**config.mk**
```make
export PLATFORM = sky130hd
export DESIGN_NAME = id_ex_register
export DESIGN_NICKNAME = d
export VERILOG_FILES = /design/src/rtl/id_ex_register.sv
export SDC_FILE = /design/constraint.sdc
export NUM_CORES = 1
export LEC_CHECK = 0
export ABC_AREA = 1
export CORE_ASPECT_RATIO = 1.75
export CORE_MARGIN = 2
export CORE_UTILIZATION = 42
export CTS_CLUSTER_DIAMETER = 120
export DETAILED_ROUTE_END_ITERATION = 6
export PLACE_DENSITY = 0.88
export SLEW_MARGIN = 40
export SYNTH_ARGS = -nofsm -noshare
export SYNTH_HDL_FRONTEND = slang
export SYNTH_SLANG_ARGS = --single-unit
```
**constraint.sdc**
```tcl
create_clock -name clk_i -period 1.8 [get_ports clk_i]
set_input_delay 0.27 -clock clk_i [delete_from_list [all_inputs] [get_ports clk_i]]
set_output_delay 0.27 -clock clk_i [all_outputs]
set_load 0.01 [all_outputs]
```
**src/rtl/id_ex_register.sv**
```systemverilog
// ID/EX pipeline register: captures gated control and decoded operands for EX,
// detects load-use hazards against the ID-stage sources, and counts inserted bubbles.
module id_ex_register #(
  parameter int XLEN  = 32,
  parameter int CNT_W = 16
) (
  input  logic              clk_i,
  input  logic              rst_n_i,
  input  logic              stall_i,
  input  logic              flush_i,
  input  logic              id_valid_i,
  input  logic [XLEN-1:0]   pc_i,
  input  logic [XLEN-1:0]   rs1_data_i,
  input  logic [XLEN-1:0]   rs2_data_i,
  input  logic [XLEN-1:0]   imm_i,
  input  logic [4:0]        rs1_addr_i,
  input  logic [4:0]        rs2_addr_i,
  input  logic [9:0]        funct_i,
  input  logic [4:0]        RegDst_i,
  input  logic [1:0]        ALUOp_i,
  input  logic              ALUSrc_i,
  input  logic              RegWrite_i,
  input  logic              MemToReg_i,
  input  logic              MemRead_i,
  input  logic              MemWrite_i,
  input  logic              cnt_clr_i,
  output logic [XLEN-1:0]   ex_pc_o,
  output logic [XLEN-1:0]   ex_rs1_data_o,
  output logic [XLEN-1:0]   ex_rs2_data_o,
  output logic [XLEN-1:0]   ex_imm_o,
  output logic [4:0]        ex_rs1_addr_o,
  output logic [4:0]        ex_rs2_addr_o,
  output logic [9:0]        ex_funct_o,
  output logic [4:0]        ex_RegDst_o,
  output logic [1:0]        ex_ALUOp_o,
  output logic              ex_ALUSrc_o,
  output logic              ex_RegWrite_o,
  output logic              ex_MemToReg_o,
  output logic              ex_MemRead_o,
  output logic              ex_MemWrite_o,
  output logic              ex_valid_o,
  output logic              hazard_o,
  output logic [CNT_W-1:0]  bubble_cnt_o
);

  logic bubble_evt;

  // A load in EX whose destination matches either ID source forces one bubble; x0 is exempt.
  assign hazard_o = ex_valid_o & ex_MemRead_o & (ex_RegDst_o != 5'd0) &
                    ((ex_RegDst_o == rs1_addr_i) | (ex_RegDst_o == rs2_addr_i));

  assign bubble_evt = flush_i | (~stall_i & hazard_o);

  always_ff @(posedge clk_i or negedge rst_n_i) begin
    if (!rst_n_i) begin
      ex_pc_o       <= '0;
      ex_rs1_data_o <= '0;
      ex_rs2_data_o <= '0;
      ex_imm_o      <= '0;
      ex_rs1_addr_o <= '0;
      ex_rs2_addr_o <= '0;
      ex_funct_o    <= '0;
      ex_RegDst_o   <= '0;
      ex_ALUOp_o    <= '0;
      ex_ALUSrc_o   <= 1'b0;
      ex_RegWrite_o <= 1'b0;
      ex_MemToReg_o <= 1'b0;
      ex_MemRead_o  <= 1'b0;
      ex_MemWrite_o <= 1'b0;
      ex_valid_o    <= 1'b0;
    end else if (flush_i) begin
      ex_pc_o       <= '0;
      ex_rs1_data_o <= '0;
      ex_rs2_data_o <= '0;
      ex_imm_o      <= '0;
      ex_rs1_addr_o <= '0;
      ex_rs2_addr_o <= '0;
      ex_funct_o    <= '0;
      ex_RegDst_o   <= '0;
      ex_ALUOp_o    <= '0;
      ex_ALUSrc_o   <= 1'b0;
      ex_RegWrite_o <= 1'b0;
      ex_MemToReg_o <= 1'b0;
      ex_MemRead_o  <= 1'b0;
      ex_MemWrite_o <= 1'b0;
      ex_valid_o    <= 1'b0;
    end else if (!stall_i) begin
      // Controls arrive already zeroed by the ID mux during a hazard; only valid needs gating.
      ex_pc_o       <= pc_i;
      ex_rs1_data_o <= rs1_data_i;
      ex_rs2_data_o <= rs2_data_i;
      ex_imm_o      <= imm_i;
      ex_rs1_addr_o <= rs1_addr_i;
      ex_rs2_addr_o <= rs2_addr_i;
      ex_funct_o    <= funct_i;
      ex_RegDst_o   <= RegDst_i;
      ex_ALUOp_o    <= ALUOp_i;
      ex_ALUSrc_o   <= ALUSrc_i;
      ex_RegWrite_o <= RegWrite_i;
      ex_MemToReg_o <= MemToReg_i;
      ex_MemRead_o  <= MemRead_i;
      ex_MemWrite_o <= MemWrite_i;
      ex_valid_o    <= id_valid_i & ~hazard_o;
    end
  end

  // Saturating bubble counter; clear wins over a same-cycle increment.
  always_ff @(posedge clk_i or negedge rst_n_i) begin
    if (!rst_n_i) begin
      bubble_cnt_o <= '0;
    end else if (cnt_clr_i) begin
      bubble_cnt_o <= '0;
    end else if (bubble_evt && (bubble_cnt_o != {CNT_W{1'b1}})) begin
      bubble_cnt_o <= bubble_cnt_o + CNT_W'(1);
    end
  end

endmodule
```
=== After elaboration in Yosys (flattened, before gate mapping) ===
Cells that the tools add are included.
Widths: inputs -> output; s select.

* Register bits after elaboration: 177
* Logic and storage cells: 65
* Input bits: 166
* Output and inout bits: 178

* Eq/ne operators: 4
* Reductions and logical operators: 3
* Bitwise logic cells: 9
* Muxes and demuxes: 32
* $add $sub $neg: 1

{| class="wikitable"
|+ Operators with widths
! kind !! number
|-
| $mux 32 || 8
|-
| $mux 16 || 2
|-
| $mux 5 || 6
|-
| $mux 10 || 2
|-
| $add 16x1->16 const B || 1
|-
| $ne 16x16->1 const B || 1
|-
| $mux 1 || 12
|-
| $eq 5x5->1 || 2
|-
| $and 1x1->1 || 5
|-
| $reduce_bool 5->1 || 1
|-
| $mux 2 || 2
|-
| $ne 2x1->1 const B || 1
|-
| $not 1->1 || 2
|-
| $or 1x1->1 || 2
|-
| $reduce_bool 2->1 || 1
|-
| $logic_and 1x1->1 || 1
|}

=== Logic depth before layout (Yosys ltp) ===
Gate-level depths: netlist of the first run.

* Depth in word-level cells: 8
* Gate-level depth with buffers: 12
* Depth with buffers taken out: 11

=== Worst setup path after synthesis of the first run ===
No wires, ideal clock.

* Path type: reg2reg
* From: register bubble_cnt_o[0]
* To: register bubble_cnt_o[10]
* Stages on the path, launching flop included: 10
* Path slack: 100 ps
* Required time: 1,734 ps
* Buffers on the path: 1
* Library setup time: 66 ps
* Data arrival time: 1,634 ps
* Cell sequence: dfrtp_1 ha_1 nand2_1 nor2_4 nand3_2 nor2_4 a21oi_4 buf_2 nand4_1 nand2_1

* Cells in the longest elaborated chain, start to end: 3
* Elaborated cells between the ends (all ways): 6
* Those cells by class: add/sub (1); eq/ne (1); mux (2); reduce/logical (2)

{| class="wikitable"
|+ Ends and longest elaborated chain
! what !! RTL line !! source
|-
| start, declared || 43 || <nowiki>output logic [CNT_W-1:0] bubble_cnt_o</nowiki>
|-
| start signal, assigned || 114 || <nowiki>bubble_cnt_o <= bubble_cnt_o + CNT_W'(1);</nowiki>
|-
| $add 16x1->16 or $ne 16x16->1 (tied branches) || 114, 113 ||
|-
| $mux 16 or $logic_and 1x1->1 (tied branches) || 113 || <nowiki>end else if (bubble_evt && (bubble_cnt_o != {CNT_W{1'b1}})) begin</nowiki>
|-
| $mux 16 or $reduce_bool 2->1 (tied branches) || n/a ||
|}

Several ways; a longest one is shown, not always the timed one. The select of a mux whose other input is x is not followed.
A chain may end at the register's enable or synchronous reset.

=== Worst setup path in the final report of the first run ===
* From: register ex_RegDst_o[3]
* To: output port hazard_o

* Cells in the longest elaborated chain, start to end: 3
* Elaborated cells between the ends (all ways): 6
* Those cells by class: eq/ne (2); bitwise (3); reduce/logical (1)

{| class="wikitable"
|+ Ends and longest elaborated chain
! what !! RTL line !! source
|-
| start, declared || 34 || <nowiki>output logic [4:0] ex_RegDst_o,</nowiki>
|-
| start signal, assigned || 96 || <nowiki>ex_RegDst_o <= RegDst_i;</nowiki>
|-
| $eq 5x5->1 or $reduce_bool 5->1 (tied branches) || 50, 49 ||
|-
| $or 1x1->1 or $and 1x1->1 (tied branches) || 50, 49 ||
|-
| $and 1x1->1 (*) || 49 || <nowiki>assign hazard_o = ex_valid_o & ex_MemRead_o & (ex_RegDst_o != 5'd0) &</nowiki>
|-
| end, declared || 42 || <nowiki>output logic hazard_o,</nowiki>
|}

Mark *: on every way between the ends. The rest lies on a longest branch, timed or not.

==> results.yml, run 1 <==
clock_tree:
  htreeDepth: 4
  cts_buffers: 17
  clkSinkCount: 177
  cts_tree: "done"
  cts-root-buf: "clkbuf_16"
  max-clock-path-buffers: 2
  clock_latency_ns: 0.43
  clk_pin_slew_ns: 0.06
floorplanning:
  row_count: 64
  pin_count: 344
  die-area_sq_um: 19090
  die_w_um: 105.3
  fp.dieH_um: 181.3
  core_area_sq_um: 17540
  start_util_pct: 43.01
timing:
  fin_crit_ns: 1.857
  relSlewSlack_pct: 47.11
  finClkSkew_ns: 0.007503
  rsz0062_at_grt: "true"
  timing.hold.ws_ns: 0.3283
  fmax_mhz: 538.6
  setup_violations: 2
  worst_slew_pin_slew_ns: 0.7884
  fin_ws_ns: -0.05652
  fin_crit_sh_pct: 103.1
  final_max_slew_viol_count: 0
  hold_viol_final: 0
synthesis:
  synth.top_cell.area_share_pct: 58.73
  yosys_warnings: 0
  synth-seq-area-share_pct: 58.73
  synthTopCellsByArea: "dfrtp_1 (59%), nand2_1 (18%), nand3_1 (12%)"
  synth.cell_area_sq_um: 7542
  synth_area_per_cell_sq_um: 8.465
  synth_cell_type_count: 23
  syn-num-nets: 1058
  synth.ff_latch_count: 177
  yosysTopAreaCell: "dfrtp_1"
  synthCells: 891
setup_path:
  arrival_ns: 1.59
  startpoint_type: "flop"
  path_cells: "inv_1 > nand2_1 > nand2_1 > nor2_1 > nand3_1 > nand2_2 > nand2_2 > inv_2 > buf_6"
  worstSetupPathType: "reg -> out"
  end_kind: "primary output"
  critical_path.top_delay_family: "simple AND/OR/NAND/NOR gates"
  cp_slowest_cell: "dfrtp_2"
  cp_max_fo: 5
  required_ns: 1.53
  path_buf_inv: 3
  max_stage_delay_ns: 0.44
power:
  ir_worst_vdd_mv: 0.6462
  p_leak_nw: 5.980
  pwr-share-clk_pct: 37.5
  swShare_pct: 24.28
  pwr-share-comb_pct: 16.9
  p_int_w: 0.007174
  p_per_area_nw_per_um2: 781.3
  power_switching_w: 0.002301
  power.share.sequential_pct: 45.5
finish:
  final_cell_mix: "nand2_1 (367), clkdlybuf4s50_1 (340), nand3_1 (179)"
  nNetsFinal: 1414
  area_growth_pct: 60.78
  multi_input_area_sq_um: 2746
  layout_commonest_cell: "nand2_1"
  final_core_util_pct: 69.15
  final_cells: 1486
  register_area_sq_um: 4437
  n_antenna_cell: 0
  fill_cells: 1284
  drive_above_1_share_pct: 8.207
worst_hold_path:
  hp-class: "in -> async"
grt:
  antenna_found_initial: 0
  grt_max_degree: 92
  grt_first_pass_wirelength_mm: 39.21
  grt_usage_pct: 26.52
  first_global_vias: 7568
  grt-ovfl-total: 0
route:
  routed_wl_mm: 24.95
  drtPass1Iterations: 4
  wl_per_cell_um: 16.79
  num_vias: 7559
  avgViaCountPerCell: 5.087
  route.detailed.drc: 0
  dr.first_iter.drc_count: 364
  ant_nets: 0
placed_design:
  dp.cells: 1444
  gp_congestion: 0.8931
  dpl.hpwl_mm: 17.92
  numPortBuffers: 343
job:
  drv_cap: 0
outcome:
  status: "finished with violations"
  violations: "negative setup slack"
## cells in the mapped netlist
master and instances:
inv_1 38, dfrtp_1 177, nor2_4 2, a21oi_1 1, clkbuf_1 26, nand3_2 1
nand3_1 179, buf_2 15, nand2_1 369, nand2_2 1, nand4_1 16, o21ai_0 17
ha_1 1, nand2_8 1, buf_8 1, nor3_1 2, nor2_1 15, xnor2_1 2
buf_1 15, a21oi_4 1, nor2_2 1, xor2_1 8, inv_2 2
## stage by stage
stage	TNS (ns)	instance area, sq um	power (W)	worst slack [ns]
detailed placement	-2.129	11420	0.005949	-0.4181
CTS	-0.06790	12110	0.009549	-0.06790
floorplan	0	7542	0.004857	0.1003
global placement	-1.806	11420	0.005921	-0.4131
finish	-0.09062	12130	0.009475	-0.05652
global route	-0.2776	12130	0.009863	-0.1840
## power groups by stage
| stage | logic [W] | registers (W) | clock network [W] |
|---|---|---|---|
| detailed placement | 0.00157 | 0.00438 | 0 |
| floorplan | 0.000388 | 0.00447 | 0 |
| global placement | 0.00155 | 0.00437 | 0 |
| finish | 0.00160 | 0.00432 | 0.00356 |
| global route | 0.00172 | 0.00434 | 0.00380 |
| CTS | 0.00161 | 0.00431 | 0.00363 |
## layout make-up
cell class | count | area share [%]
flip-flops and latches | 177 | 36.59
repair buffers | 394 | 32.52
multi-input cells | 617 | 22.65
clock buffers | 21 | 3.879
well taps | 231 | 2.383
inverters | 40 | 1.279
clock inverters | 6 | 0.7016
## what timing repair did
action                     CTS  global route
buffers inserted            14             0
hold buffers                 1             0
gates resized for setup     17             7
hold endpoints to repair    35             0
pin swaps                    5             4
setup endpoints to repair   18             7
## logic make-up (layout without fill, tap and decap cells)
kind of cell / Yosys count / count (layout) / synth area share, %
simple gates: 587 / 587 / 33.31
flops: 177 / 177 / 58.73
buf+inv: 97 / 461 / 5.226
compound gates: 19 / 19 / 1.410
xor+xnor: 10 / 10 / 1.161
fa+ha+maj: 1 / 1 / 0.1659
## final timing paths
kind | startpoint | to | slack (ns) | cells after the start
max in group asynchronous | rst_n_i | ex_rs2_addr_o[0] | 0.88 | 3
min in group clk_i | pc_i[31] | ex_pc_o[31] | 0.39 | 3
setup reg to reg | ex_RegDst_o[3] | ex_RegDst_o[3] | -0.03 | 12
setup / recovery | ex_RegDst_o[3] | hazard_o | -0.06 | 9
hold reg to reg | ex_imm_o[20] | ex_imm_o[20] | 0.47 | 2
hold / removal | rst_n_i | ex_rs1_data_o[15] | 0.33 | 2
## layer usage
| metal | track usage, % | wire, um | vias up |
|---|---|---|---|
| met5 | 0 | 0 | - |
| met4 | 16.64 | 1527 | 0 |
| met3 | 6.277 | 1479 | 93 |
| met2 | 45.16 | 13060 | 329 |
| met1 | 29.47 | 8877 | 3589 |
| li1 | - | - | 3548 |
## flip-flops by register name, indices dropped and copies added, names as in the netlist
register and count:
ex_ALUSrc_o 1, ex_rs1_addr_o 5, ex_rs2_data_o 32, ex_MemWrite_o 1
ex_rs2_addr_o 5, ex_MemRead_o 1, ex_RegWrite_o 1, ex_ALUOp_o 2
ex_rs1_data_o 32, ex_RegDst_o 5, ex_MemToReg_o 1, bubble_cnt_o 16
ex_funct_o 10, ex_valid_o 1, ex_imm_o 32, ex_pc_o 32
Note: power is estimated with default switching activity, not from simulation.
==> run 2: changes to the inputs <==
Settings changed: PLACE_DENSITY 0.88 to 0.83.
==> run 2 against run 1 <==
Register-to-register slack better by 0.15 ns. Design area down 0.91%. Count of clock-buffer cells in the layout is 1 lower. The flow finishes with violations (design-rule violations, negative setup slack). Die area unchanged. Final cell count shrank 0.61%. Clock power is essentially flat.
==> results.yml, run 2 (synthesis results as in run 1) <==
outcome:
  status: "finished with violations"
  violations: "design-rule violations, negative setup slack"
power:
  ir_worst_vdd_mv: 0.5673
  p_leak_nw: 5.925
  p_per_area_nw_per_um2: 783.7
setup_path:
  path_cells: "inv_2 > nand2_1 > nand2_1 > nor2_1 > nand3_1 > nand2_1 > nand2_2 > inv_2 > buf_6"
  reg2reg_slack_ns: 0.12
  max_stage_delay_ns: 0.43
  cp_max_fo: 4
  required_ns: 1.53
  startpoint_type: "flop"
  rr_worst_depth: 12
  arrival_ns: 1.55
  end_kind: "primary output"
  crit_top_cell: "nand2_1"
  cp_slowest_cell: "dfrtp_1"
  worstSetupPathType: "reg -> out"
worst_hold_path:
  hp-class: "in -> async"
route:
  dr.first_iter.drc_count: 475
  wl_per_cell_um: 16.59
  route.detailed.drc: 1
  drtPass1Iterations: 7
  ant_nets: 0
  routed_wl_mm: 24.51
  avgViaCountPerCell: 5.008
  num_vias: 7397
placed_design:
  gp_congestion: 0.8880
  numPortBuffers: 343
  dpl.hpwl_mm: 17.51
floorplanning:
  row_count: 64
  die-area_sq_um: 19090
  fp.dieH_um: 181.3
  die_w_um: 105.3
  pin_count: 344
  core_area_sq_um: 17540
  start_util_pct: 43.01
timing:
  fin_crit_sh_pct: 101.2
  timing.hold.ws_ns: 0.3004
  hold_viol_final: 0
  rsz0062_at_grt: "true"
  finClkSkew_ns: 0.005033
  fmax_mhz: 549.0
  worst_slew_pin_slew_ns: 0.5134
  relSlewSlack_pct: 65.72
  setup_violations: 1
  fin_crit_ns: 1.821
  final_max_slew_viol_count: 0
  fin_ws_ns: -0.02147
finish:
  nNetsFinal: 1400
  drive_above_1_share_pct: 7.384
  final_core_util_pct: 68.52
  layout_commonest_cell: "nand2_1"
  n_antenna_cell: 0
  final_cell_mix: "nand2_1 (366), clkdlybuf4s50_1 (339), nand3_1 (179)"
  area_growth_pct: 59.32
clock_tree:
  max-clock-path-buffers: 2
  cts_tree: "done"
  cts-root-buf: "clkbuf_16"
  cts_buffers: 17
  htreeDepth: 4
  clk_pin_slew_ns: 0.07
  clock_latency_ns: 0.42
  clkSinkCount: 177
grt:
  first_global_vias: 7448
  grt_max_degree: 67
  grt-ovfl-total: 0
  grt_usage_pct: 25.99
  antenna_found_initial: 0
  grt_first_pass_wirelength_mm: 39.24
job:
  drv_cap: 0
[run 2: cell types whose count changed in the layout (fill, tap and decap cells not counted), sizes merged]
| cell | before | now |
|---|---|---|
| dlygate4sd2 | 1 | 2 |
| clkdlybuf4s50 | 340 | 339 |
| clkinv | 3 | 6 |
| clkbuf | 21 | 20 |
| buf | 52 | 38 |
| bufinv | 2 | 1 |
| inv | 39 | 43 |
[run 2: layer usage]
metal | global-route usage [%] | up-vias | share of wire, %
li1 | - | 3530 | -
met1 | 30.39 | 3526 | 38
met2 | 44.72 | 282 | 52
met3 | 5.808 | 59 | 6.0
met4 | 12.43 | 0 | 4.3
met5 | 0 | - | 0
[run 2: final timing paths]
check                                        from                end
worst max-delay path               ex_RegDst_o[1]           hazard_o
worst min register to register  ex_rs1_data_o[25]  ex_rs1_data_o[25]
worst max register to register     ex_RegDst_o[1]    bubble_cnt_o[5]
worst min-delay path                      rst_n_i       ex_imm_o[27]
min in group clk_i                       pc_i[20]        ex_pc_o[20]
max in group asynchronous                 rst_n_i      ex_funct_o[5]
[run 2: layout make-up]
| type | count | area (sq um) |
|---|---|---|
| flip-flops and latches | 177 | 4436 |
| multi-input cells | 617 | 2739 |
| fillers | 1355 | 5520 |
| inverters | 40 | 155.1 |
| clock inverters | 12 | 108.9 |
| repair buffers | 380 | 3842 |
| clock buffers | 20 | 446.7 |
| well taps | 231 | 289.0 |
[run 2: metrics by stage]
stage	power, W	worst slack, ns	instance area, sq um	cells	setup TNS (ns)
floorplan	0.004857	0.1003	7542	891	0
global route	0.009828	-0.1285	12020	1477	-0.1289
detailed placement	0.005932	-0.3722	11390	1440	-3.320
finish	0.009418	-0.02147	12020	1477	-0.02147
CTS	0.009516	-0.04929	11990	1476	-0.04929
global placement	0.005908	-0.3897	11390	1440	-3.210
[run 2: critical path: cells and delay by family (launching register included)]
family / cells / cell delay, ns
flops: 1 / 0.43
simple gates: 6 / 0.46
buf+inv: 3 / 0.25
[run 2: power by group]
group	internal (W)	switching [W]
sequential	0.00418	0.000125
clock	0.00195	0.00160
combinational	0.000853	0.000709
[run 2: what timing repair did]
item,CTS,global route
pin swaps,1,6
hold endpoints to repair,28,0
resized for setup,11,8
endpoints found under the setup margin,19,19
hold buffers,1,0
buffers inserted,3,1
